### config.mk
export PLATFORM = sky130hd
export DESIGN_NAME = result_requantizer
export DESIGN_NICKNAME = d
export VERILOG_FILES = /design/src/rtl/result_requantizer.sv
export SDC_FILE = /design/constraint.sdc
export NUM_CORES = 1
export LEC_CHECK = 0
export ABC_AREA = 1
export BUFFER_PORTS_ARGS = -buffer_cell sky130_fd_sc_hd__buf_2
export CAP_MARGIN = 10
export CORE_AREA = 2 2 175 108
export CTS_BUF_LIST = sky130_fd_sc_hd__clkbuf_4
export DETAILED_ROUTE_END_ITERATION = 10
export DIE_AREA = 0 0 177 110
export PLACE_DENSITY = 0.81
export REMOVE_ABC_BUFFERS = 1
export SKIP_LAST_GASP = 1
export SYNTH_ARGS = -nofsm -noshare
export SYNTH_HDL_FRONTEND = slang
export SYNTH_SLANG_ARGS = --single-unit
### constraint.sdc
create_clock -name clk -period 6.2 [get_ports clk]
set_input_delay 0 -clock clk [delete_from_list [all_inputs] [get_ports clk]]
set_output_delay 0 -clock clk [all_outputs]
set_load 0.03 [all_outputs]
### src/rtl/result_requantizer.sv
// Requantizes RESULT_WIDTH accumulator results to DATA_WIDTH activations in a 2-stage pipeline
// (scale multiply, rounding right-shift, zero-point add, unsigned clamp). Optional macro: REQUANT_SAT_COUNT_EN.
module result_requantizer #(
    parameter int DATA_WIDTH   = 8,
    parameter int RESULT_WIDTH = 16,
    parameter int SHIFT_WIDTH  = 5
) (
    input  logic                    clk,
    input  logic                    reset_n,
    input  logic                    config_load,
    input  logic [7:0]              config_scale,
    input  logic [SHIFT_WIDTH-1:0]  config_shift,
    input  logic [DATA_WIDTH-1:0]   config_zero_point,
    input  logic                    in_valid,
    output logic                    in_ready,
    input  logic [RESULT_WIDTH-1:0] in_value,
    input  logic                    in_last,
    output logic                    out_valid,
    input  logic                    out_ready,
    output logic [DATA_WIDTH-1:0]   out_value,
    output logic                    out_last,
    output logic                    busy
`ifdef REQUANT_SAT_COUNT_EN
    ,
    output logic [15:0]             sat_count
`endif
);
    localparam int PW = RESULT_WIDTH + 8;
    localparam int RW = PW + 1;
    localparam logic [RW-1:0] OUT_MAX = {{(RW-DATA_WIDTH){1'b0}}, {DATA_WIDTH{1'b1}}};

    logic [7:0]             scale_q;
    logic [SHIFT_WIDTH-1:0] shift_q;
    logic [DATA_WIDTH-1:0]  zp_q;

    logic                   s1_valid_q, s1_last_q;
    logic [PW-1:0]          s1_product_q, s1_product_d;
    logic                   s2_valid_q, s2_last_q;
    logic [DATA_WIDTH-1:0]  s2_value_q, s2_value_d;

    logic                   en, cfg_accept;
    logic [RW-1:0]          round_add, rounded, sum;
    logic                   sat;

    // Both stages move together; a stalled output freezes the whole pipe.
    assign en         = !s2_valid_q || out_ready;
    assign in_ready   = en;
    assign busy       = s1_valid_q || s2_valid_q;
    assign cfg_accept = config_load && !busy && !in_valid;

    assign out_valid  = s2_valid_q;
    assign out_value  = s2_value_q;
    assign out_last   = s2_last_q;

    assign s1_product_d = PW'(in_value) * PW'(scale_q);

    // Rounding addend lives in RW bits, so very large shifts simply lose it.
    always_comb begin
        round_add = '0;
        if (shift_q != '0) begin
            round_add = RW'(1) << (shift_q - SHIFT_WIDTH'(1));
        end
        rounded    = ({1'b0, s1_product_q} + round_add) >> shift_q;
        sum        = rounded + RW'(zp_q);
        sat        = sum > OUT_MAX;
        s2_value_d = sat ? {DATA_WIDTH{1'b1}} : sum[DATA_WIDTH-1:0];
    end

    always_ff @(posedge clk or negedge reset_n) begin
        if (!reset_n) begin
            scale_q <= 8'd1;
            shift_q <= '0;
            zp_q    <= '0;
        end else if (cfg_accept) begin
            scale_q <= config_scale;
            shift_q <= config_shift;
            zp_q    <= config_zero_point;
        end
    end

    always_ff @(posedge clk or negedge reset_n) begin
        if (!reset_n) begin
            s1_valid_q   <= 1'b0;
            s1_last_q    <= 1'b0;
            s1_product_q <= '0;
            s2_valid_q   <= 1'b0;
            s2_last_q    <= 1'b0;
            s2_value_q   <= '0;
        end else if (en) begin
            s1_valid_q   <= in_valid;
            s1_last_q    <= in_last;
            s1_product_q <= s1_product_d;
            s2_valid_q   <= s1_valid_q;
            s2_last_q    <= s1_last_q;
            s2_value_q   <= s2_value_d;
        end
    end

`ifdef REQUANT_SAT_COUNT_EN
    logic        s2_sat_q;
    logic [15:0] sat_count_q;

    always_ff @(posedge clk or negedge reset_n) begin
        if (!reset_n) begin
            s2_sat_q <= 1'b0;
        end else if (en) begin
            s2_sat_q <= sat;
        end
    end

    // Counts clamped results as they leave; sticks at all-ones.
    always_ff @(posedge clk or negedge reset_n) begin
        if (!reset_n) begin
            sat_count_q <= '0;
        end else if (cfg_accept) begin
            sat_count_q <= '0;
        end else if (s2_valid_q && out_ready && s2_sat_q && (sat_count_q != 16'hFFFF)) begin
            sat_count_q <= sat_count_q + 16'd1;
        end
    end

    assign sat_count = sat_count_q;
`else
    logic unused_sat;
    assign unused_sat = sat;
`endif

endmodule

* After elaboration in Yosys (flattened, before gate mapping)
Cells that the tools add are included.
** Word-level totals
- Bits in registers :: 57
- Bits of input ports :: 43
- Output and inout port bits :: 12
- Logic and storage cells :: 26
** Operators by class
- $add $sub $neg :: 3
- Multipliers :: 1
- $lt $le $gt $ge :: 1
- Shift-type cells :: 2
- Muxes and demuxes :: 2
- Reduce and logical (&&, ||, !) cells :: 8
** Operator list (count)
- adder 24 x 25 -> 25 bit :: 1
- adder 25 x 8 -> 25 bit :: 1
- greater-than comparator 25 x 8 -> 1 bit, second input constant :: 1
- two-way mux 25 bit :: 1
- << shifter 1 x 5 -> 25 bit, first input constant :: 1
- >> shifter 25 x 5 -> 25 bit :: 1
- multiplier 16 x 8 -> 24 bit :: 1
- two-way mux 8 bit :: 1
- nonzero test 5 bit :: 1
- subtractor 5 x 1 -> 5 bit, second input constant :: 1
- zero test 1 bit :: 3
- logical AND 1 bit :: 2
- logical OR 1 bit :: 2

* Longest topological paths before layout
Gate-level depths: netlist of run 1.
- Word-level depth :: 8
- Depth in mapped cells :: 49

* Least setup slack after synthesis of run 1
Ideal clock, no wire load.
- Path kind :: register -> register
- From :: register shift_q[3]
- To :: register s2_value_q[5] (netlist: out_value[5])
- Setup time :: 113 ps
- Data arrival time :: 5715 ps
- Required time :: 6087 ps
- Setup slack :: 372 ps
- Stages on the path, launching flop included :: 45
- Cells stage by stage :: dfrtp_1 > clkbuf_1 > nor2_1 > clkinv_1 > nor2_1 > nor2_1 > nor2_1 > nand2_1 > inv_1 > ha_1 > inv_1 > fa_1 > inv_1 > nand3_1 > nand2_1 > nand2_1 > nand2_2 > nand2_2 > [... 9 more ...] > a21o_1 > a21oi_1 > o21ai_0 > a21oi_1 > o21bai_1 > nand2_1 > nand2_1 > nand3_1 > nor2_2 > nand2_1 > nand2_1 > nand2_1 > nor2_1 > nand2_1 > nor3_4 > nand3_1 > nand2_1 > inv_1
** On the way
- Cells in the longest elaborated chain, start to end :: 8
- Elaborated cells between the ends (all ways) :: 9
- Those cells by class :: add/sub: 3; order compare: 1; shift: 2; mux: 2; reduce/logical: 1
** Ends and longest elaborated chain
- start, declared :: RTL line 33 : logic [SHIFT_WIDTH-1:0] shift_q;
- start signal, assigned :: RTL line 76 : shift_q <= config_shift;
- subtractor 5 x 1 -> 5 bit :: RTL line 61 : round_add = RW'(1) << (shift_q - SHIFT_WIDTH'(1));
- << shifter 1 x 5 -> 25 bit :: RTL line 61
- two-way mux 25 bit :: RTL line 60 : if (shift_q != '0) begin
- adder 24 x 25 -> 25 bit :: RTL line 63 : rounded = ({1'b0, s1_product_q} + round_add) >> shift_q;
- >> shifter 25 x 5 -> 25 bit * :: RTL line 63
- adder 25 x 8 -> 25 bit * :: RTL line 64 : sum = rounded + RW'(zp_q);
- greater-than comparator 25 x 8 -> 1 bit :: RTL line 65 : sat = sum > OUT_MAX;
- two-way mux 8 bit * :: RTL line 66 : s2_value_d = sat ? {DATA_WIDTH{1'b1}} : sum[DATA_WIDTH-1:0];
- end signal, assigned :: RTL line 95 : s2_value_q <= s2_value_d;
- end, declared :: RTL line 39 : logic [DATA_WIDTH-1:0] s2_value_q, s2_value_d;
Every way passes the cells marked *; elsewhere a longest branch is shown, timed or not.
A chain may end at the register's enable or synchronous reset.

* Worst setup path after layout of run 1
- From :: register shift_q[0]
- To :: register s2_value_q[6] (netlist: out_value[6])
The elaborated chain is that of the path after synthesis.

==> results of run 1 <==
## routing by layer
layer	GRT usage	up-vias	routed length [um]
met2	0.481	583	13200
met4	0.0472	2	194
met3	0.145	20	4980
met5	0.0260	-	65
li1	-	5226	-
met1	0.570	5175	16600
## synthesized netlist by cell type, drive strengths merged
| cell | count | area share |
|---|---|---|
| dfrtp | 56 | 0.13 |
| and2 | 3 | 0.0018 |
| o21ai | 54 | 0.026 |
| a21boi | 2 | 0.0018 |
| o221ai | 2 | 0.0017 |
| mux2i | 2 | 0.0019 |
| dfstp | 1 | 0.0025 |
| o31ai | 3 | 0.0022 |
| mux2 | 16 | 0.017 |
| nor3 | 6 | 0.0051 |
| o22ai | 3 | 0.0018 |
| xnor2 | 13 | 0.011 |
| o211ai | 3 | 0.0022 |
| a21oi | 55 | 0.027 |
| or2 | 12 | 0.0072 |
| fa | 86 | 0.17 |
| nand3b | 2 | 0.0014 |
| a21o | 2 | 0.0014 |
| nand2 | 528 | 0.19 |
| ha | 76 | 0.091 |
| buf | 13 | 0.0058 |
| xor2 | 16 | 0.013 |
| clkinv | 4 | 0.0014 |
| nand4 | 14 | 0.0084 |
| and3 | 1 | 0.00060 |
| a221oi | 1 | 0.00084 |
| nand3 | 178 | 0.088 |
| o32ai | 4 | 0.0034 |
| clkbuf | 48 | 0.017 |
| a31oi | 1 | 0.00060 |
| nor2 | 112 | 0.047 |
| inv | 312 | 0.11 |
| a22oi | 1 | 0.00072 |
| o21bai | 2 | 0.0014 |
## layout by cell type, fill, tap and decap left out, types with 46 or more instances in the layout
master and count:
ha_1 68, buf_4 69, fa_1 86, buf_2 54
inv_1 298, dfrtp_1 54, nand2_1 497, nor2_1 69
nand3_1 164, a21oi_1 46
## timing repair
| item | CTS | global route |
|---|---|---|
| endpoints found under the setup margin | 8 | 8 |
| resized for setup | 5 | 89 |
| endpoints found under the hold margin | 80 | 0 |
| buffers inserted | 0 | 6 |
| pin swaps | 1 | 14 |
| hold buffers | 25 | 0 |
## worst min-delay path, cell delays in order
cell and delay (ns):
buf_2 0.18, nand2_1 0.07, inv_1 0.06, ha_1 0.13, nand2_1 0.05, o21ai_0 0.06
## cell families after synthesis
kind of cell    synth area share
simple gates               0.354
buf+inv                    0.137
fa+ha+maj                  0.257
compound gates            0.0709
flops                      0.137
xor+xnor                  0.0244
mux                       0.0193
## per-stage QoR
stage               worst slack (ns)  hold slack, ns  area (um2)
global route                 -0.0558           0.210       12000
finish                         0.238           0.157       12000
floorplan                      0.286          -0.296       10200
detailed placement           -0.0456           0.198       11200
CTS                          0.00437           0.138       11600
global placement             -0.0441           0.190       11200
## registers in the layout, indices dropped and copies added (netlist names)
name          count
out_last          1
zp_q              8
out_valid         1
scale_q           8
out_value         8
shift_q           5
s1_valid_q        1
s1_last_q         1
s1_product_q     24
## final timing paths
kind | start | endpoint | slack (ns) | cells after the start
min in group asynchronous | reset_n | zp_q[7]$_DFFE_PN0P_ | 0.25 | 3
max | shift_q[0]$_DFFE_PN0P_ | out_value[6]$_DFFE_PN0P_ | 0.24 | 43
max reg2reg | shift_q[0]$_DFFE_PN0P_ | out_value[6]$_DFFE_PN0P_ | 0.24 | 43
max in group asynchronous | reset_n | shift_q[1]$_DFFE_PN0P_ | 5.39 | 3
min reg2reg | s1_last_q$_DFFE_PN0P_ | s1_last_q$_DFFE_PN0P_ | 0.50 | 2
min | in_value[1] | s1_product_q[1]$_DFFE_PN0P_ | 0.16 | 6
## layout make-up
type / instances / area (um2) / area share
Tap cell: 240 / 300 / 0.0250
Inverter: 316 / 1190 / 0.0990
Clock inverter: 7 / 77.6 / 0.00645
Multi-Input combinational cell: 1198 / 7860 / 0.654
Clock buffer: 9 / 67.6 / 0.00562
Sequential cell: 57 / 1430 / 0.119
Timing Repair Buffer: 152 / 1090 / 0.0909
==> results_dict.tcl, run 1 <==
set metrics [dict create \
    status "finished clean" \
    core.rowCount 38 \
    ios 55 \
    vias 11000 \
    clockBufferDepth 2 \
    dr.pass1.iters 8 \
    netlist_area_um2 10400 \
    setup_violations 0 \
    finalNonFillerCells 1979 \
    start_util 0.583 \
    die_x_um 177 \
    period_share 0.962 \
    crit_type "reg2reg" \
    syn_inst 1632 \
    maxSlewHeadroom 0.492 \
    cp-end-kind "flip-flop" \
    drt_wl_total_mm 35.0 \
    cts.clk_slew.worst_paths_ns 0.13 \
    critPathLaunchType "flip-flop" \
    dpl.hpwl_mm 28.5 \
    h-tree-depth 3 \
    viasPerCell 5.56 \
    ys_seq_area_frac 0.137 \
    clk-insertion-delay-late_ns 0.43 \
    cts_tree "built" \
    drt_iter0_markers 1365 \
    hold_viol_final 0 \
    clock-sinks 57 \
    cp_num_buf_inv 8 \
    grt_antenna_before_repair 0 \
    die_h_um 110 \
    fmaxAchievable_ghz 0.168 \
    cp_data_arrival_time_ns 6.30 \
    grt_pass1_vias 10300 \
    ys_warn_count 0 \
    drc 0 \
    max-cap-violations 0 \
    grt_pass1_wl_mm 54.5 \
    diodes 0 \
    critPathSlowestCell "dfrtp_1" \
    critPathMaxStageDelay_ns 0.43 \
    routabilityCongestion 1.05 \
    worstHoldPathType "in2reg" \
    min_period_ns 5.96 \
    syn_area_per_cell_um2 6.37 \
    wl_per_cell_um 17.7 \
    area_growth_syn_to_layout_pct 15.6 \
    cts_buffers 9 \
    ctsRootBufferMaster "clkbuf_4" \
    drive_above_1_share 0.175 \
    finalMaxSlewViolations 0 \
    critical_path.top_delay_family "simple AND/OR/NAND/NOR gates" \
    post-route-util 0.674 \
    ys_ff_latch 57 \
    path_max_fanout 8 \
    synth_cell_types 45 \
    grt_max_degree 58 \
    crit_top_cell "nand2_1" \
    die-area_um2 19500 \
    grt_usage 0.368 \
    fillers 1612 \
    tightest_slew_ns 0.762 \
    finClkSkew_ns 0.0266 \
    dp.cells 1932 \
    final_net_count 1939 \
    grt.overflow.total 0 \
    core_area_um2 17800 \
    required_ns 6.54 \
    port_buffers 54 \
    ant_nets 0 \
    fin_tns_setup_ns 0 \
]
Power of run 1 is not shown: default switching activity piles up to over one toggle a cycle in this logic, so the estimate is an artifact.
==> inputs of run 2 (changes only) <==
--- a/config.mk
+++ b/config.mk
@@ -5,13 +5,12 @@
 export SDC_FILE = /design/constraint.sdc
 export NUM_CORES = 1
 export LEC_CHECK = 0
-export ABC_AREA = 1
 export BUFFER_PORTS_ARGS = -buffer_cell sky130_fd_sc_hd__buf_2
 export CAP_MARGIN = 10
-export CORE_AREA = 2 2 175 108
+export CORE_AREA = 2 2 171 106
 export CTS_BUF_LIST = sky130_fd_sc_hd__clkbuf_4
 export DETAILED_ROUTE_END_ITERATION = 10
-export DIE_AREA = 0 0 177 110
+export DIE_AREA = 0 0 173 108
 export PLACE_DENSITY = 0.81
 export REMOVE_ABC_BUFFERS = 1
 export SKIP_LAST_GASP = 1
==> constraint.sdc (replaced) <==
create_clock -name clk -period 6.2 [get_ports clk]
set_input_delay 1.86 -clock clk [delete_from_list [all_inputs] [get_ports clk]]
set_output_delay 1.86 -clock clk [all_outputs]
set_load 0.03 [all_outputs]
==> run 2 against run 1 <==
Effect of this change: the flow now finishes with violations (negative setup slack); routed wire length increased by 29%; maximum frequency decreased by 18%; die area decreased by 4.0%; design area increased by 19%; core utilization increased by 17 points; sequential share of layout area decreased by 1.9 points; global-route usage increased by 6.9 points; highest routed layer unchanged; clock skew increased by 0.0037 ns.
==> results_dict.tcl, run 2 <==
set metrics [dict create \
    status "complete, but fails checks" \
    violations "negative setup slack" \
    finalMaxSlewViolations 0 \
    cts_buffers 9 \
    netlist_area_um2 9970 \
    drc 0 \
    ys_seq_area_frac 0.143 \
    rsz0062_at_grt "yes" \
    cp_num_buf_inv 8 \
    syn_area_per_cell_um2 8.00 \
    path_max_fanout 8 \
    synth_area_leaders "fa_1 (17%), dfrtp_1 (14%), ha_1 (9.5%), nand2_1 (5.9%), and2_1 (4.7%)" \
    largest_reg_flops 24 \
    synth_commonest_cells "nand2_1 (157), inv_1 (118), nor2_1 (105), fa_1 (86), a21oi_1 (79)" \
    crit_type "reg2reg" \
    r2r-start "shift_q[3]$_DFFE_PN0P_" \
    critPathSlowestCell "dfrtp_2" \
    dpl.hpwl_mm 30.0 \
    hold_path_depth 2 \
    hp-start "s1_last_q$_DFFE_PN0P_" \
    postPlaceCellArea_um2 12600 \
    timing.hold.ws_ns 0.485 \
    start_util 0.589 \
    port_buffers 54 \
    fillers 917 \
    drt_iter0_markers 1871 \
    setup_violations 12 \
    wl_per_cell_um 24.3 \
    min_period_ns 7.24 \
    rrSetupSlack_ns -1.04 \
    synth_cell_types 79 \
    core.rowCount 37 \
    diodes 0 \
    ys_ff_latch 57 \
    critPathMaxStageDelay_ns 0.48 \
    hold_end "s1_last_q$_DFFE_PN0P_" \
    core_area_um2 16900 \
    tightest_slew_ns 0.844 \
    dr.pass1.iters 6 \
    cts_tree "built" \
    grt_max_degree 58 \
    maxSlewHeadroom 0.438 \
    routabilityCongestion 1.13 \
    viasPerCell 6.62 \
    grt_pass1_wl_mm 62.9 \
    grt.met3_usage 0.181 \
    ys_warn_count 0 \
    setup_slack_ns -1.04 \
    grt_antenna_before_repair 0 \
    ant_nets 0 \
    ios 55 \
    vias 12300 \
    synth_most_common_cell "nand2_1" \
    finClkSkew_ns 0.0303 \
    grt_pass1_vias 11600 \
    yosysTopAreaCellShare 0.173 \
    max-cap-violations 0 \
    cts.clk_slew.worst_paths_ns 0.11 \
    cp_data_arrival_time_ns 7.61 \
    required_ns 6.58 \
    cp-end-kind "flip-flop" \
    hold_viol_final 0 \
    regMostFlops "s1_product_q" \
    finalInstanceArea_um2 14300 \
    clk-insertion-delay-late_ns 0.51 \
    period_share 1.17 \
    clock-sinks 57 \
    final_net_count 1821 \
    area_growth_syn_to_layout_pct 43.5 \
    rr_worst_depth 35 \
    yosysTopAreaCell "fa_1" \
    crit_top_cell "buf_4" \
    grt-busiest-layer "met1" \
    syn_inst 1247 \
    synth-edff-count 0 \
    fmaxAchievable_ghz 0.138 \
    worstHoldPathType "reg2reg" \
    layout_commonest_cell "buf_4" \
    h-tree-depth 3 \
    die_h_um 108 \
    critical_path.top_delay_family "compound AO/OA/AOI/OAI gates" \
    drive_above_1_share 0.399 \
    critPathLaunchType "flip-flop" \
    die-area_um2 18700 \
    hold_buffers 0 \
    grt_usage 0.438 \
    reg2reg_to "out_value[6]$_DFFE_PN0P_" \
    grt_util_met1 0.620 \
    ctsRootBufferMaster "clkbuf_4" \
    drt_wl_total_mm 45.1 \
    clockBufferDepth 2 \
    ys.flop_type "dfrtp_1" \
    grt.overflow.total 0 \
    async_flop_share 1.00 \
    post-route-util 0.845 \
    use_met2 0.617 \
    final_cell_mix "buf_4 (344), nand2_1 (151), inv_1 (109)" \
    die_x_um 173 \
]
==> run 2: cell types whose count changed in the layout (fill, tap and decap cells not counted), moves of 18 or more <==
| cell | before | now |
|---|---|---|
| mux2i_1 | 2 | 20 |
| nand2_2 | 31 | 3 |
| dlygate4sd3_1 | 25 | 0 |
| nor2_2 | 30 | 11 |
| inv_1 | 298 | 109 |
| nand3_1 | 164 | 20 |
| nor3_1 | 3 | 23 |
| and2_1 | 3 | 67 |
| nor2_1 | 69 | 87 |
| nand2_1 | 497 | 151 |
| buf_4 | 69 | 344 |
==> run 2: kinds of logic (layout without fill, tap and decap cells) <==
group                      Yosys count  in the layout  share of synthesized area
and+or+nand+nor                    465            465                      0.225
AOI/OAI and AO/OA                  289            289                      0.196
buffers and inverters              178            552                     0.0685
adders and majority gates          162            162                      0.268
DFF                                 57             57                      0.143
muxes                               51             51                     0.0602
xor gates and xnor gates            45             45                     0.0395
==> run 2: layout make-up <==
| class | instances | area, um2 | area share |
|---|---|---|---|
| timing repair buffer | 416 | 3100 | 0.216 |
| multi-input combinational | 1012 | 8930 | 0.624 |
| clock inverter | 5 | 25.0 | 0.00175 |
| tap | 234 | 293 | 0.0205 |
| inverter | 120 | 458 | 0.0320 |
| sequential | 57 | 1430 | 0.0998 |
| clock buffer | 11 | 82.6 | 0.00577 |
==> run 2: routing by layer <==
| layer | wire length [um] | up-vias |
|---|---|---|
| li1 | - | 5073 |
| met1 | 18100 | 5803 |
| met2 | 17500 | 1116 |
| met3 | 7010 | 286 |
| met4 | 2300 | 2 |
| met5 | 102 | - |
==> run 2: how the worst max path moves through the flow <==
| stage | from | end | cells after the start | slack [ns] |
|---|---|---|---|---|
| 5_1_grt | shift_q[4]$_DFFE_PN0P_ | out_value[6]$_DFFE_PN0P_ | 37 | -1.14 |
| 3_5_place_dp | shift_q[4]$_DFFE_PN0P_ | out_value[1]$_DFFE_PN0P_ | 34 | -1.35 |
| 4_1_cts | shift_q[4]$_DFFE_PN0P_ | out_value[1]$_DFFE_PN0P_ | 39 | -0.55 |
| 6_report | shift_q[3]$_DFFE_PN0P_ | out_value[6]$_DFFE_PN0P_ | 35 | -1.04 |
| 2_1_floorplan | shift_q[0]$_DFFE_PN0P_ | out_value[0]$_DFFE_PN0P_ | 29 | -1.48 |
| 3_3_place_gp | shift_q[4]$_DFFE_PN0P_ | out_value[6]$_DFFE_PN0P_ | 34 | -1.16 |
==> run 2: repair_timing <==
item | CTS | global route
endpoints found under the setup margin | 18 | 15
hold endpoints to repair | 0 | 0
pin swaps | 97 | 50
setup buffers | 46 | 18
gates resized for setup | 149 | 113
==> run 2: per-stage QoR <==
stage / setup TNS [ns] / setup slack [ns] / instances
after CTS: -4.33 / -0.547 / 1839
after floorplan: -13.75 / -1.48 / 1189
final: -8.51 / -1.04 / 1855
after global routing: -9.78 / -1.14 / 1855
after global placement: -16.44 / -1.16 / 1778
after detailed placement: -19.46 / -1.35 / 1778
==> run 2: tightest hold or removal path: cells and delay by family, from the launching register on <==
kind	cells	cell delay (ns)
DFF	1	0.36
and+or+nand+nor	2	0.10
Power of run 2 is left out for the same reason.
